$ cat src/rtl/adc_volt_display.sv
// adc_volt_display: synchronises/debounces an 8-bit ADC code, scales it to mV, converts it to BCD
// and scans it onto a 4-digit 7-segment display. Define ADC_AVG_EN for a 4-sample moving average.
module adc_volt_display #(
    parameter int SAMPLE_DIV = 500000,
    parameter int SCAN_DIV   = 50000,
    parameter int STABLE_CYC = 4,
    parameter int VREF_MV    = 3300
) (
    input  logic        sysclk,
    input  logic        reset,
    input  logic [7:0]  adc_data,
    output logic [15:0] mv_bcd,
    output logic        busy,
    output logic [7:0]  seg,
    output logic [3:0]  dig
);

    localparam int SAMPLE_W = (SAMPLE_DIV > 1) ? $clog2(SAMPLE_DIV) : 1;
    localparam int SCAN_W   = (SCAN_DIV > 1) ? $clog2(SCAN_DIV) : 1;
    localparam int STAB_W   = $clog2(STABLE_CYC + 1);

    typedef enum logic [1:0] {S_IDLE, S_SCALE, S_CONV, S_LOAD} state_t;

    state_t              state, state_nxt;
    logic [7:0]          sync1, sync2;
    logic [STAB_W-1:0]   stab_cnt;
    logic                stable;
    logic [SAMPLE_W-1:0] sample_cnt;
    logic                tick, pending, start;
    logic [7:0]          scale_code;
    logic [19:0]         product;
    logic [31:0]         sr, sr_adj;
    logic [3:0]          bit_cnt;
    logic [SCAN_W-1:0]   scan_cnt;
    logic                scan_on;
    logic [1:0]          digit_idx;
    logic [3:0]          nibble;
    logic [6:0]          seg_pat;

    // NOTE: sequential state uses non-blocking assignments so every flop samples pre-edge values.
    always_ff @(posedge sysclk) begin
        if (!reset) begin
            sync1    <= '0;
            sync2    <= '0;
            stab_cnt <= '0;
        end else begin
            sync1 <= adc_data;
            sync2 <= sync1;
            if (sync1 != sync2)
                stab_cnt <= '0;
            else if (stab_cnt != STAB_W'(STABLE_CYC))
                stab_cnt <= stab_cnt + 1'b1;
        end
    end

    assign stable = (stab_cnt == STAB_W'(STABLE_CYC));
    assign tick   = (sample_cnt == SAMPLE_W'(SAMPLE_DIV - 1));
    assign start  = (state == S_IDLE) && pending && stable;

    always_ff @(posedge sysclk) begin
        if (!reset) begin
            sample_cnt <= '0;
            pending    <= 1'b0;
        end else begin
            sample_cnt <= tick ? '0 : sample_cnt + 1'b1;
            if (start)
                pending <= 1'b0;
            else if (tick && !busy)
                pending <= 1'b1;
        end
    end

`ifdef ADC_AVG_EN
    logic [7:0] win [4];
    logic       filled;
    logic [9:0] win_sum;

    // NOTE: the window is a handful of flops that must read as empty after reset, so it is reset explicitly.
    always_ff @(posedge sysclk) begin
        if (!reset) begin
            for (int i = 0; i < 4; i++) win[i] <= '0;
            filled <= 1'b0;
        end else if (start) begin
            if (!filled) begin
                for (int i = 0; i < 4; i++) win[i] <= sync2;
                filled <= 1'b1;
            end else begin
                win[3] <= win[2];
                win[2] <= win[1];
                win[1] <= win[0];
                win[0] <= sync2;
            end
        end
    end

    assign win_sum    = 10'(win[0]) + 10'(win[1]) + 10'(win[2]) + 10'(win[3]);
    assign scale_code = 8'(win_sum >> 2);
`else
    logic [7:0] code_lat;

    always_ff @(posedge sysclk) begin
        if (!reset)
            code_lat <= '0;
        else if (start)
            code_lat <= sync2;
    end

    assign scale_code = code_lat;
`endif

    assign product = 20'(scale_code) * 20'(VREF_MV);

    function automatic logic [15:0] add3(input logic [15:0] bcd);
        logic [15:0] res;
        res = bcd;
        for (int i = 0; i < 4; i++)
            if (bcd[4*i +: 4] >= 4'd5) res[4*i +: 4] = bcd[4*i +: 4] + 4'd3;
        return res;
    endfunction

    assign sr_adj = {add3(sr[31:16]), sr[15:0]};

    always_ff @(posedge sysclk) begin
        if (!reset)
            state <= S_IDLE;
        else
            state <= state_nxt;
    end

    // NOTE: combinational blocks assign a default first so no path can infer a latch.
    always_comb begin
        state_nxt = state;
        case (state)
            S_IDLE:  if (start) state_nxt = S_SCALE;
            S_SCALE: state_nxt = S_CONV;
            S_CONV:  if (bit_cnt == 4'd15) state_nxt = S_LOAD;
            S_LOAD:  state_nxt = S_IDLE;
            default: state_nxt = S_IDLE;
        endcase
    end

    always_comb begin
        busy = (state != S_IDLE);
    end

    always_ff @(posedge sysclk) begin
        if (!reset) begin
            sr      <= '0;
            bit_cnt <= '0;
            mv_bcd  <= '0;
        end else begin
            case (state)
                S_SCALE: begin
                    sr      <= {16'h0000, 16'(product >> 8)};
                    bit_cnt <= '0;
                end
                S_CONV: begin
                    sr      <= {sr_adj[30:0], 1'b0};
                    bit_cnt <= bit_cnt + 1'b1;
                end
                S_LOAD:  mv_bcd <= sr[31:16];
                default: ;
            endcase
        end
    end

    // Display scan: digit 0 is only enabled by the first scan step after reset.
    always_ff @(posedge sysclk) begin
        if (!reset) begin
            scan_cnt  <= '0;
            scan_on   <= 1'b0;
            digit_idx <= '0;
        end else if (scan_cnt == SCAN_W'(SCAN_DIV - 1)) begin
            scan_cnt <= '0;
            if (!scan_on)
                scan_on <= 1'b1;
            else
                digit_idx <= digit_idx + 1'b1;
        end else begin
            scan_cnt <= scan_cnt + 1'b1;
        end
    end

    assign nibble = mv_bcd[{digit_idx, 2'b00} +: 4];

    always_comb begin
        case (nibble)
            4'd0:    seg_pat = 7'h3F;
            4'd1:    seg_pat = 7'h06;
            4'd2:    seg_pat = 7'h5B;
            4'd3:    seg_pat = 7'h4F;
            4'd4:    seg_pat = 7'h66;
            4'd5:    seg_pat = 7'h6D;
            4'd6:    seg_pat = 7'h7D;
            4'd7:    seg_pat = 7'h07;
            4'd8:    seg_pat = 7'h7F;
            4'd9:    seg_pat = 7'h6F;
            default: seg_pat = 7'h00;
        endcase
    end

    always_comb begin
        seg = 8'hFF;
        dig = 4'hF;
        if (scan_on) begin
            dig = ~(4'b0001 << digit_idx);
            if (nibble <= 4'd9)
                seg = ~{digit_idx == 2'd3, seg_pat};
        end
    end

endmodule

$ cat config.mk
export PLATFORM = sky130hd
export DESIGN_NAME = adc_volt_display
export DESIGN_NICKNAME = d
export VERILOG_FILES = /design/src/rtl/adc_volt_display.sv
export SDC_FILE = /design/constraint.sdc
export NUM_CORES = 1
export LEC_CHECK = 0
export ABC_AREA = 1
export BUFFER_PORTS_ARGS = -buffer_cell sky130_fd_sc_hd__buf_2
export CAP_MARGIN = 20
export CORE_MARGIN = 4
export CORE_UTILIZATION = 50
export CTS_CLUSTER_DIAMETER = 40
export DETAILED_ROUTE_END_ITERATION = 16
export PLACE_DENSITY = 0.67
export SYNTH_ARGS = -nofsm -noshare
export SYNTH_HDL_FRONTEND = slang
export SYNTH_SLANG_ARGS = --single-unit
$ cat constraint.sdc
create_clock -name sysclk -period 5.4 [get_ports sysclk]
set_clock_uncertainty 0.2 [all_clocks]
set_input_delay 1.08 -clock sysclk [delete_from_list [all_inputs] [get_ports sysclk]]
set_output_delay 1.08 -clock sysclk [all_outputs]
set_load 0.03 [all_outputs]
==> reports/results.ini, run 1 <==
[status]
status=finished clean

[worst_setup_path]
worstSetupStartpointType=register
r2r_end=sr[7]
path_class=register to register
cp_slowest_cell=fa_1
crit_required_ns=5.53
end_kind=register
path_max_fanout=6
crit_family=adder cells
rrSetupSlack_ns=1.38
max_stage_delay_ns=0.55
r2r_cells=16
crit_buf_inv=4
r2r_start=code_lat[5]
worstPathCellList=fa_1 -> inv_1 -> fa_1 -> inv_1 -> fa_1 -> inv_1 -> fa_1 -> inv_1 -> ha_1 -> nand2_1 -> nor2_1 -> nand2_1 -> nand2_1 -> xor2_1 -> nand2_1 -> a21oi_1
cp.arrival_ns=4.15

[global_routing]
track_usage=0.1923
grt_pass1_wl_um=25620
grt-ovfl-total=0
grt_pass1_vias=5576
grt_antenna_before_repair=0
grt_max_degree=50

[route]
vias_per_cell=5.010
drc=0
finalWirelength_um=14550
wire_per_inst_um=12.21
dr.first_iter.drc_count=329
first_pass_iters=5
vias=5972
antenna_left=0

[timing]
worstMarginPinSlew_ns=0.8865
setup_tns_ns=0
fin_crit_sh=0.7446
max_freq_mhz=248.7
setup_viol=0
finalHoldViolations=0
rsz0062_at_grt=false
report.final.slew_viol_count=0
period_minus_slack_ns=4.021
relSlewSlack=0.4090

[pwr]
p_total_uw=2033
seq_power_share=0.444
internal-power_uw=1523
cellLeakagePower_uw=0.003612
p_switching_uw=509.9
power_frac_comb=0.020
vdd_drop_max_uv=230.1
power_switching_share=0.2508
pwr-share-clk=0.536
power_density_nw_per_um2=254.4

[worst_hold_path]
hp-start=sync1[5]
whs_path_depth=2
min_path_type=register to register
holdPathEnd=sync2[5]

[die]
io_pins=39
initial_utilization=0.5124
fp.dieW_um=127.3
core_sq_um=13880
die_height_um=127.3
fp.dieArea_sq_um=16200
num_rows=43

[synth]
synth_edf_count=0
yosysWarnings=0
synth_area_leaders=dfxtp_1 34%, ha_1 11%, nand2_1 11%
synth_flop_cell=dfxtp_1
yosysMostFrequentCell=nand2_1
synth-seq-area-share=0.3377
synth_area_leader_cell=dfxtp_1
synth_nets=1052
avgSynthCellArea_sq_um=7.379
ys_ff_latch=120
syn_area_sq_um=7113
synthTopCellsByCount=203 x nand2_1, 166 x inv_1, 120 x dfxtp_1
synth.distinct_cells=45
synth.top_cell.area_share=0.3377
syn_inst=964
async_reset_ff_frac=0

[clocking]
cts_root_buf=clkbuf_16
cts.sinks=120
clk_latency_ns=0.42
cts_resized=0
htree_levels=4
clockBufferDepth=2
clkTransAtPathRegs_ns=0.07
postCtsSetupRepairBufs=0
cts_buffers=17
hold_buffers=0
cts_tree=built

[cells_and_area]
layout-drive-gt1-share=0.1117
area_delta_synth_final_pct=12.35
nFillCells=1326
final_nets=1087
diodes=0

[flow_run]
drv_cap=0

[placed_design]
gp_congestion=0.9057
numPortBuffers=38
dp_hpwl_um=10820

==> through the flow <==
stage | instances | utilization | worst slack [ns] | instance area, sq um | hold slack (ns)
floorplan | 964 | - | 1.647 | 7113 | 0.2133
global placement | 1160 | 0.5347 | 1.460 | 7422 | 0.2206
detailed placement | 1160 | 0.5347 | 1.400 | 7422 | 0.2263
CTS | 1192 | 0.5757 | 1.386 | 7991 | 0.2358
global route | 1192 | 0.5757 | 1.113 | 7991 | 0.2705
finish | 1192 | 0.5757 | 1.379 | 7991 | 0.2374
==> power by group through the flow <==
stage	sequential (uW)	clock, uW	combinational (uW)
floorplan	920	0	33.5
global placement	922	0	41.5
detailed placement	922	0	42.0
CTS	902	1120	42.1
global route	903	1160	49.1
finish	902	1090	41.4
==> final cells by class <==
class                      count  area (sq um)  area share
clock inverter                15         143.9     0.01801
timing repair buffer          40         205.2     0.02568
inverter                     171         641.9     0.08032
sequential                   120          2402      0.3006
clock buffer                  17         425.4     0.05323
tap                          180         225.2     0.02818
multi-input combinational    649          3948      0.4940
==> per-layer routing <==
layer / up-vias / wire (um) / global-route usage
li1: 3180 / - / -
met1: 2705 / 7151 / 0.2505
met2: 66 / 6775 / 0.3125
met3: 21 / 361 / 0.04431
met4: 0 / 265 / 0.07003
met5: - / 0 / 0
==> worst max-delay path by stage <==
stage               slack (ns)    end         from  depth (start not counted)
floorplan                 1.65  sr[7]  code_lat[5]                         16
global placement          1.46  sr[7]  code_lat[5]                         16
detailed placement        1.40  sr[7]  code_lat[5]                         16
CTS                       1.39  sr[7]  code_lat[5]                         16
global route              1.11  sr[9]  code_lat[5]                         18
finish                    1.38  sr[7]  code_lat[5]                         16
==> registers in the layout (all words and copies together), names as in the netlist <==
name	flops
sample_cnt	19
sync2	8
digit_idx	2
mv_bcd	16
scan_on	1
scan_cnt	16
bit_cnt	4
pending	1
sr	32
stab_cnt	3
sync1	8
state	2
code_lat	8
==> cell usage in the layout (no fill, tap or decap), types with 2 or more instances in the layout <==
cell        instances
a21oi_1            83
a31oi_1             6
and3_1              2
buf_2              38
buf_4               2
clkbuf_16          17
clkinvlp_4          2
dfxtp_1           120
fa_1               17
ha_1               61
inv_1             166
inv_2               4
inv_6               6
inv_8               6
nand2_1           203
nand2_2            11
nand2_4             2
nand3_1            54
nand3_2             2
nand3b_1            3
nand4_1            20
nor2_1             56
nor2_2              7
nor2_4              4
nor3_1             13
nor3_2              3
nor3b_1             2
nor4_1              3
o211ai_1            2
o21ai_0            50
o21ai_1             2
o22ai_1             7
or2_2               2
xnor2_1            10
xor2_1             14
==> worst reg2reg max path, stage by stage, from the launching register on <==
cell,delay [ns]
dfxtp_1,0.38
fa_1,0.55
inv_1,0.05
fa_1,0.47
inv_1,0.05
fa_1,0.50
inv_1,0.06
fa_1,0.52
inv_1,0.04
ha_1,0.35
nand2_1,0.14
nor2_1,0.14
nand2_1,0.07
nand2_1,0.08
xor2_1,0.14
nand2_1,0.06
a21oi_1,0.14
==> cells by family after synthesis <==
logic type,after synthesis,synth area share
compound gates,155,0.1154
xor+xnor,24,0.02955
fa+ha+maj,78,0.1551
buf+inv,195,0.1073
flops,120,0.3377
simple gates,392,0.2549
No activity file was read; power rests on OpenSTA's default activity.
==> run 2: changes to the inputs <==
--- a/config.mk
+++ b/config.mk
@@ -12,7 +12,7 @@
 export CORE_UTILIZATION = 50
 export CTS_CLUSTER_DIAMETER = 40
 export DETAILED_ROUTE_END_ITERATION = 16
-export PLACE_DENSITY = 0.67
+export PLACE_DENSITY = 0.7
 export SYNTH_ARGS = -nofsm -noshare
 export SYNTH_HDL_FRONTEND = slang
 export SYNTH_SLANG_ARGS = --single-unit
==> constraint.sdc (replaced) <==
create_clock -name sysclk -period 3.31 [get_ports sysclk]
set_clock_uncertainty 0.2 [all_clocks]
set_input_delay 0.662 -clock sysclk [delete_from_list [all_inputs] [get_ports sysclk]]
set_output_delay 0.662 -clock sysclk [all_outputs]
set_load 0.03 [all_outputs]
==> run 2 against run 1 <==
The run now ends with setup timing left. Combinational power grew 66%. Global-route usage grew 0.36 points. Non-clock buffer count grew 38. Fmax grew 7.6%. Worst setup slack lost 1.8 ns. Critical path depth grew 2. Clock power grew 70%. Sequential cell count is the same.
==> reports/results.ini, run 2 (same netlist as run 1, synthesis figures left out) <==
[worst_setup_path]
critPathCapture=sr[10]
max_stage_delay_ns=0.53  ; -0.02 ns
crit_start=code_lat[7]
path_depth=18  ; +2
cp.arrival_ns=3.82  ; -0.33 ns
crit_family=adder cells
cp_slowest_cell=fa_1
r2r_cells=18  ; +2
cpMostUsedCell=fa_1
rrSetupSlack_ns=-0.43  ; -1.80 ns
path_class=register to register
r2r_start=code_lat[7]
end_kind=register
crit_buf_inv=5  ; +1
path_max_fanout=4  ; -2
worstPathCellList=fa_1 -> inv_1 -> fa_1 -> inv_1 -> fa_1 -> inv_1 -> fa_1 -> inv_2 -> ha_4 -> nand2_2 -> inv_2 -> nand2_1 -> nor2_1 -> nand2_1 -> nand3_1 -> nand2_1 -> nand3_1 -> a21oi_1
r2r_end=sr[10]
worstSetupStartpointType=register
crit_required_ns=3.39  ; -2.14 ns

[cells_and_area]
final_util=0.6221  ; +0.04642
reg.largest.list=sr x32, sample_cnt x19
diodes=0  ; unchanged
nFillCells=1239  ; -6.6%
layout-drive-gt1-share=0.1945  ; +0.08281
area_delta_synth_final_pct=21.41
layout_commonest_cell=nand2_1
largest_register=sr
largest_reg_flops=32  ; unchanged
final_cell_mix=188 x nand2_1, 158 x inv_1, 115 x dfxtp_1
final_nets=1125  ; +3.5%

[global_routing]
grt_pass1_vias=5855  ; +5.0%
grt_max_degree=49  ; -2.0%
grt_pass1_wl_um=26340  ; +2.8%
grt-ovfl-total=0  ; unchanged
track_usage=0.1959  ; +0.003599
grt_antenna_before_repair=0  ; unchanged

[timing]
worstMarginPinSlew_ns=0.8816  ; -0.004919 ns
setup_ws_ns=-0.4254  ; -1.805 ns
rsz0062_at_grt=true
fin_crit_sh=1.129  ; +0.3839
report.final.slew_viol_count=0  ; unchanged
max_freq_mhz=267.7  ; +7.6%
finalHoldViolations=0  ; unchanged
setup_tns_ns=-2.787  ; -2.787 ns
period_minus_slack_ns=3.735  ; -0.2854 ns
relSlewSlack=0.4123  ; +0.003280
setup_viol=9  ; +9

[die]
core_sq_um=13880  ; unchanged
initial_utilization=0.5124  ; unchanged
num_rows=43  ; unchanged
die_height_um=127.3  ; unchanged
io_pins=39  ; unchanged
fp.dieW_um=127.3  ; unchanged
fp.dieArea_sq_um=16200  ; unchanged

[route]
highest_layer=met4
wl_met2_um=7391  ; +9.1%
antenna_left=0  ; unchanged
vias=6180  ; +3.5%
wl_met1_um=7136  ; -0.21%
first_pass_iters=7  ; +2
wire_per_inst_um=12.39  ; +1.5%
vias_per_cell=5.028  ; +0.37%
drc=0  ; unchanged
dr_wl_met3_um=450  ; +25%
dr.first_iter.drc_count=318  ; -3.3%
finalWirelength_um=15220  ; +4.6%

[pwr]
vdd_drop_max_uv=418.5  ; +82%
power_density_nw_per_um2=392.7  ; +54%
cellLeakagePower_uw=0.003881  ; +7.5%

[clocking]
clk_latency_ns=0.41  ; about the same
hold_buffers=0  ; unchanged
cts_buffers=17  ; unchanged
clkTransAtPathRegs_ns=0.06  ; about the same
cts.sinks=120  ; unchanged
htree_levels=4  ; unchanged
cts_root_buf=clkbuf_16
cts_tree=built
clockBufferDepth=2  ; unchanged

[status]
status=finished, violations left
violations=setup timing

[placed_design]
dp_hpwl_um=11000  ; +1.7%
gp_congestion=0.9251  ; +2.1%
numPortBuffers=38  ; unchanged

[flow_run]
drv_cap=0  ; unchanged

[worst_hold_path]
hp-start=adc_data[5]
min_path_type=input pin to register

## run 2: worst reg2reg max path, delay by kind of cell (launching register included)
family | cells | cell delay, ns
and+or+nand+nor | 7 | 0.52
adders and majority gates | 5 | 2.26
DFF | 1 | 0.33
AOI/OAI and AO/OA | 1 | 0.06
buffers and inverters | 5 | 0.27
## run 2: area by class of cell
type,instances,area (sq um),area share
repair buffers,78,518.0,0.05998
well taps,180,225.2,0.02608
multi-input cells,649,4235,0.4904
flip-flops and latches,120,2416,0.2798
inverters,171,644.4,0.07462
clock inverters,11,150.1,0.01739
clock buffers,20,446.7,0.05172
## run 2: through the flow
stage	cells	worst slack, ns	hold slack (ns)	power (uW)	cell area [sq um]
floorplan	964	-0.3274	0.2133	1555	7146
global placement	1194	-0.3988	0.2242	1571	7710
detailed placement	1194	-0.4255	0.2325	1573	7710
CTS	1227	-0.3711	0.2141	3432	8429
global route	1229	-0.6111	0.2365	3520	8636
finish	1229	-0.4254	0.2313	3391	8636
## run 2: how the worst min path moves through the flow
stage                           to  cells after the start
final                     sync1[5]                      3
after global routing      sync1[2]                      3
after CTS                 sync1[5]                      3
after detailed placement  sync2[5]                      2
after global placement    sync2[5]                      2
after floorplan           sync2[5]                      2
## run 2: per-layer routing
layer / up-vias / GRT usage
met1: 2824 / 0.2552
li1: 3255 / -
met4: 0 / 0.05804
met2: 75 / 0.3255
met5: - / 0
met3: 26 / 0.04431
## run 2: power by group
part	switching [uW]	leakage, uW	total, uW	internal (uW)
combinational	44.9	0.00262	68.7	23.8
clock	653	0.000286	1850	1200
sequential	11.7	0.000974	1470	1460
total	709	0.00388	3390	2680
## run 2: what timing repair did
| item | in CTS | in global routing |
|---|---|---|
| buffers inserted | 2 | 2 |
| pin swaps | 21 | 29 |
| hold endpoints to repair | 0 | 0 |
| setup endpoints to repair | 11 | 19 |
| resized for setup | 24 | 41 |
==> run 3: changes to the inputs <==
--- a/config.mk
+++ b/config.mk
@@ -13,6 +13,7 @@
 export CTS_CLUSTER_DIAMETER = 40
 export DETAILED_ROUTE_END_ITERATION = 16
 export PLACE_DENSITY = 0.7
+export SKIP_LAST_GASP = 1
 export SYNTH_ARGS = -nofsm -noshare
 export SYNTH_HDL_FRONTEND = slang
 export SYNTH_SLANG_ARGS = --single-unit
==> run 3 against run 2 <==
The flow still finishes with violations (setup timing). Clock-buffer cell count stayed put. Global-route usage hardly changed. Die area stayed put. Core utilization hardly changed. Clock power hardly changed. Critical path depth stayed put. Cell count stayed put. Fmax hardly changed. Sequential share of layout area hardly changed. Sequential power hardly changed. Worst hold slack worse by 0.0016 ns. First-iteration DRC count is 7.9% lower.
==> reports/results.ini, run 3 (same netlist as run 1, synthesis figures left out) <==
[timing]
finalHoldViolations=0  ; unchanged
max_freq_mhz=267.6  ; about the same
worstMarginPinSlew_ns=0.8761  ; -0.005517 ns
rsz0062_at_grt=true
fin_crit_sh=1.129  ; about the same
setup_tns_ns=-2.741  ; +0.04654 ns
period_minus_slack_ns=3.738  ; +0.002108 ns
relSlewSlack=0.4159  ; +0.003678
report.final.slew_viol_count=0  ; unchanged
setup_viol=9  ; unchanged
setup_ws_ns=-0.4276  ; -0.002108 ns

[worst_setup_path]
cp.arrival_ns=3.82  ; about the same
cp_slowest_cell=fa_1
worstSetupStartpointType=register
path_class=register to register
cpMostUsedCell=fa_1
worstPathCellList=fa_1 -> inv_1 -> fa_1 -> inv_1 -> fa_1 -> inv_1 -> fa_1 -> inv_2 -> ha_4 -> nand2_2 -> inv_2 -> nand2_1 -> nor2_1 -> nand2_1 -> nand3_1 -> nand2_1 -> nand3_1 -> a21oi_1
end_kind=register
crit_family=adder cells
crit_required_ns=3.40  ; about the same
r2r_start=code_lat[7]
max_stage_delay_ns=0.53  ; about the same
crit_start=code_lat[7]
crit_buf_inv=5  ; unchanged
path_max_fanout=4  ; unchanged

[worst_hold_path]
hp-start=adc_data[5]
min_path_type=input pin to register

[clocking]
cts_tree=built
clockBufferDepth=2  ; unchanged
clkTransAtPathRegs_ns=0.06  ; about the same
cts.sinks=120  ; unchanged
cts_root_buf=clkbuf_16
htree_levels=4  ; unchanged
hold_buffers=0  ; unchanged
clk_latency_ns=0.41  ; about the same
cts_buffers=17  ; unchanged

[cells_and_area]
reg.largest.list=sr x32, sample_cnt x19
nFillCells=1241  ; +0.16%
multi_input_area_sq_um=4242  ; +0.15%
area_delta_synth_final_pct=21.34  ; about the same
fin_area_sq_um=8631  ; about the same
largest_reg_flops=32  ; unchanged
final_cells=1229  ; unchanged
final_nets=1125  ; unchanged
diodes=0  ; unchanged
regArea_sq_um=2414  ; -0.10%
layout_commonest_cell=nand2_1
final_cell_mix=190 x nand2_1, 158 x inv_1, 115 x dfxtp_1
layout-drive-gt1-share=0.1926  ; -0.001907
largest_register=sr

[die]
initial_utilization=0.5124  ; unchanged
io_pins=39  ; unchanged
die_height_um=127.3  ; unchanged
num_rows=43  ; unchanged
fp.dieW_um=127.3  ; unchanged
fp.dieArea_sq_um=16200  ; unchanged
core_sq_um=13880  ; unchanged

[global_routing]
grt_max_degree=49  ; unchanged
met3_usage=0.04431  ; unchanged
grt-ovfl-total=0  ; unchanged
grt-busiest-layer=met2
grt_pass1_vias=5853  ; -0.034%
grt_antenna_before_repair=0  ; unchanged
use_met1=0.2549  ; -0.0002625
grt_pass1_wl_um=26320  ; about the same
met2_usage=0.3255  ; unchanged
track_usage=0.1958  ; about the same

[status]
status=finished, violations left
violations=setup timing

[route]
dr.first_iter.drc_count=293  ; -7.9%
first_pass_iters=5  ; -2
wire_per_inst_um=12.40  ; about the same
vias_per_cell=5.059  ; +0.60%
drc=0  ; unchanged
finalWirelength_um=15240  ; about the same
vias=6217  ; +0.60%
antenna_left=0  ; unchanged

[pwr]
pwr-share-clk=0.546  ; about the same
p_total_uw=3394  ; about the same
p_switching_uw=711.4  ; +0.31%
seq_power_share=0.434  ; about the same
power_density_nw_per_um2=393.3  ; +0.14%
power_switching_share=0.2096  ; +0.0004762
cellLeakagePower_uw=0.003879  ; about the same
power_frac_comb=0.020  ; about the same
vdd_drop_max_uv=420.3  ; +0.42%
internal-power_uw=2683  ; about the same

[flow_run]
drv_cap=0  ; unchanged

[placed_design]
numPortBuffers=38  ; unchanged
gp_congestion=0.9251  ; unchanged
dp_hpwl_um=11000  ; unchanged
placed_cell_area_sq_um=7710  ; unchanged
dp_slack_ns=-0.4255  ; unchanged
dp_cells=1194  ; unchanged

## run 3: cell counts in the layout (fill, tap and decap cells not counted)
Identical to the previous run, type by type.
## run 3: worst register-to-register path, cell delays in order (launching register included)
cell,delay (ns)
dfxtp_2,0.33
fa_1,0.53
inv_1,0.05
fa_1,0.47
inv_1,0.05
fa_1,0.47
inv_1,0.05
fa_1,0.49
inv_2,0.05
ha_4,0.30
nand2_2,0.09
inv_2,0.08
nand2_1,0.05
nor2_1,0.09
nand2_1,0.08
nand3_1,0.07
nand2_1,0.06
nand3_1,0.08
a21oi_1,0.06
## run 3: final cells by class
class,instances,area share
inverter,171,0.07466
tap,180,0.02609
multi-input combinational,649,0.4914
timing repair buffer,78,0.05900
clock inverter,11,0.01740
sequential,120,0.2796
clock buffer,20,0.05175
## run 3: path summary, 6_finish.rpt
path | slack, ns | cells past startpoint | to
setup / recovery | -0.43 | 18 | sr[10]
hold / removal | 0.23 | 3 | sync1[5]
setup reg to reg | -0.43 | 18 | sr[10]
hold reg to reg | 0.24 | 2 | sync2[5]
## run 3: what timing repair did
action / CTS / global route
pin swaps: 21 / 31
setup buffers: 2 / 2
gates resized for setup: 23 / 42
endpoints found under the setup margin: 11 / 19
cloned: 0 / 0
## run 3: power by group through the flow
| stage | clock network, uW | registers, uW | logic, uW |
|---|---|---|---|
| after floorplan | 0 | 1500 | 54.6 |
| after CTS | 1890 | 1470 | 69.9 |
| after global routing | 1970 | 1470 | 80.0 |
| after detailed placement | 0 | 1500 | 69.6 |
| final | 1850 | 1470 | 68.8 |
| after global placement | 0 | 1500 | 68.0 |
## run 3: metrics by stage
stage                 util  hold slack (ns)
CTS                 0.6069           0.2141
detailed placement  0.5554           0.2325
global placement    0.5554           0.2242
finish              0.6218           0.2297
global route        0.6218           0.2365
floorplan                -           0.2133
## run 3: routing by layer
layer,wire [um],part of all wire
met3,434,0.028
met4,218,0.014
met2,7419,0.49
met5,0,0
met1,7166,0.47
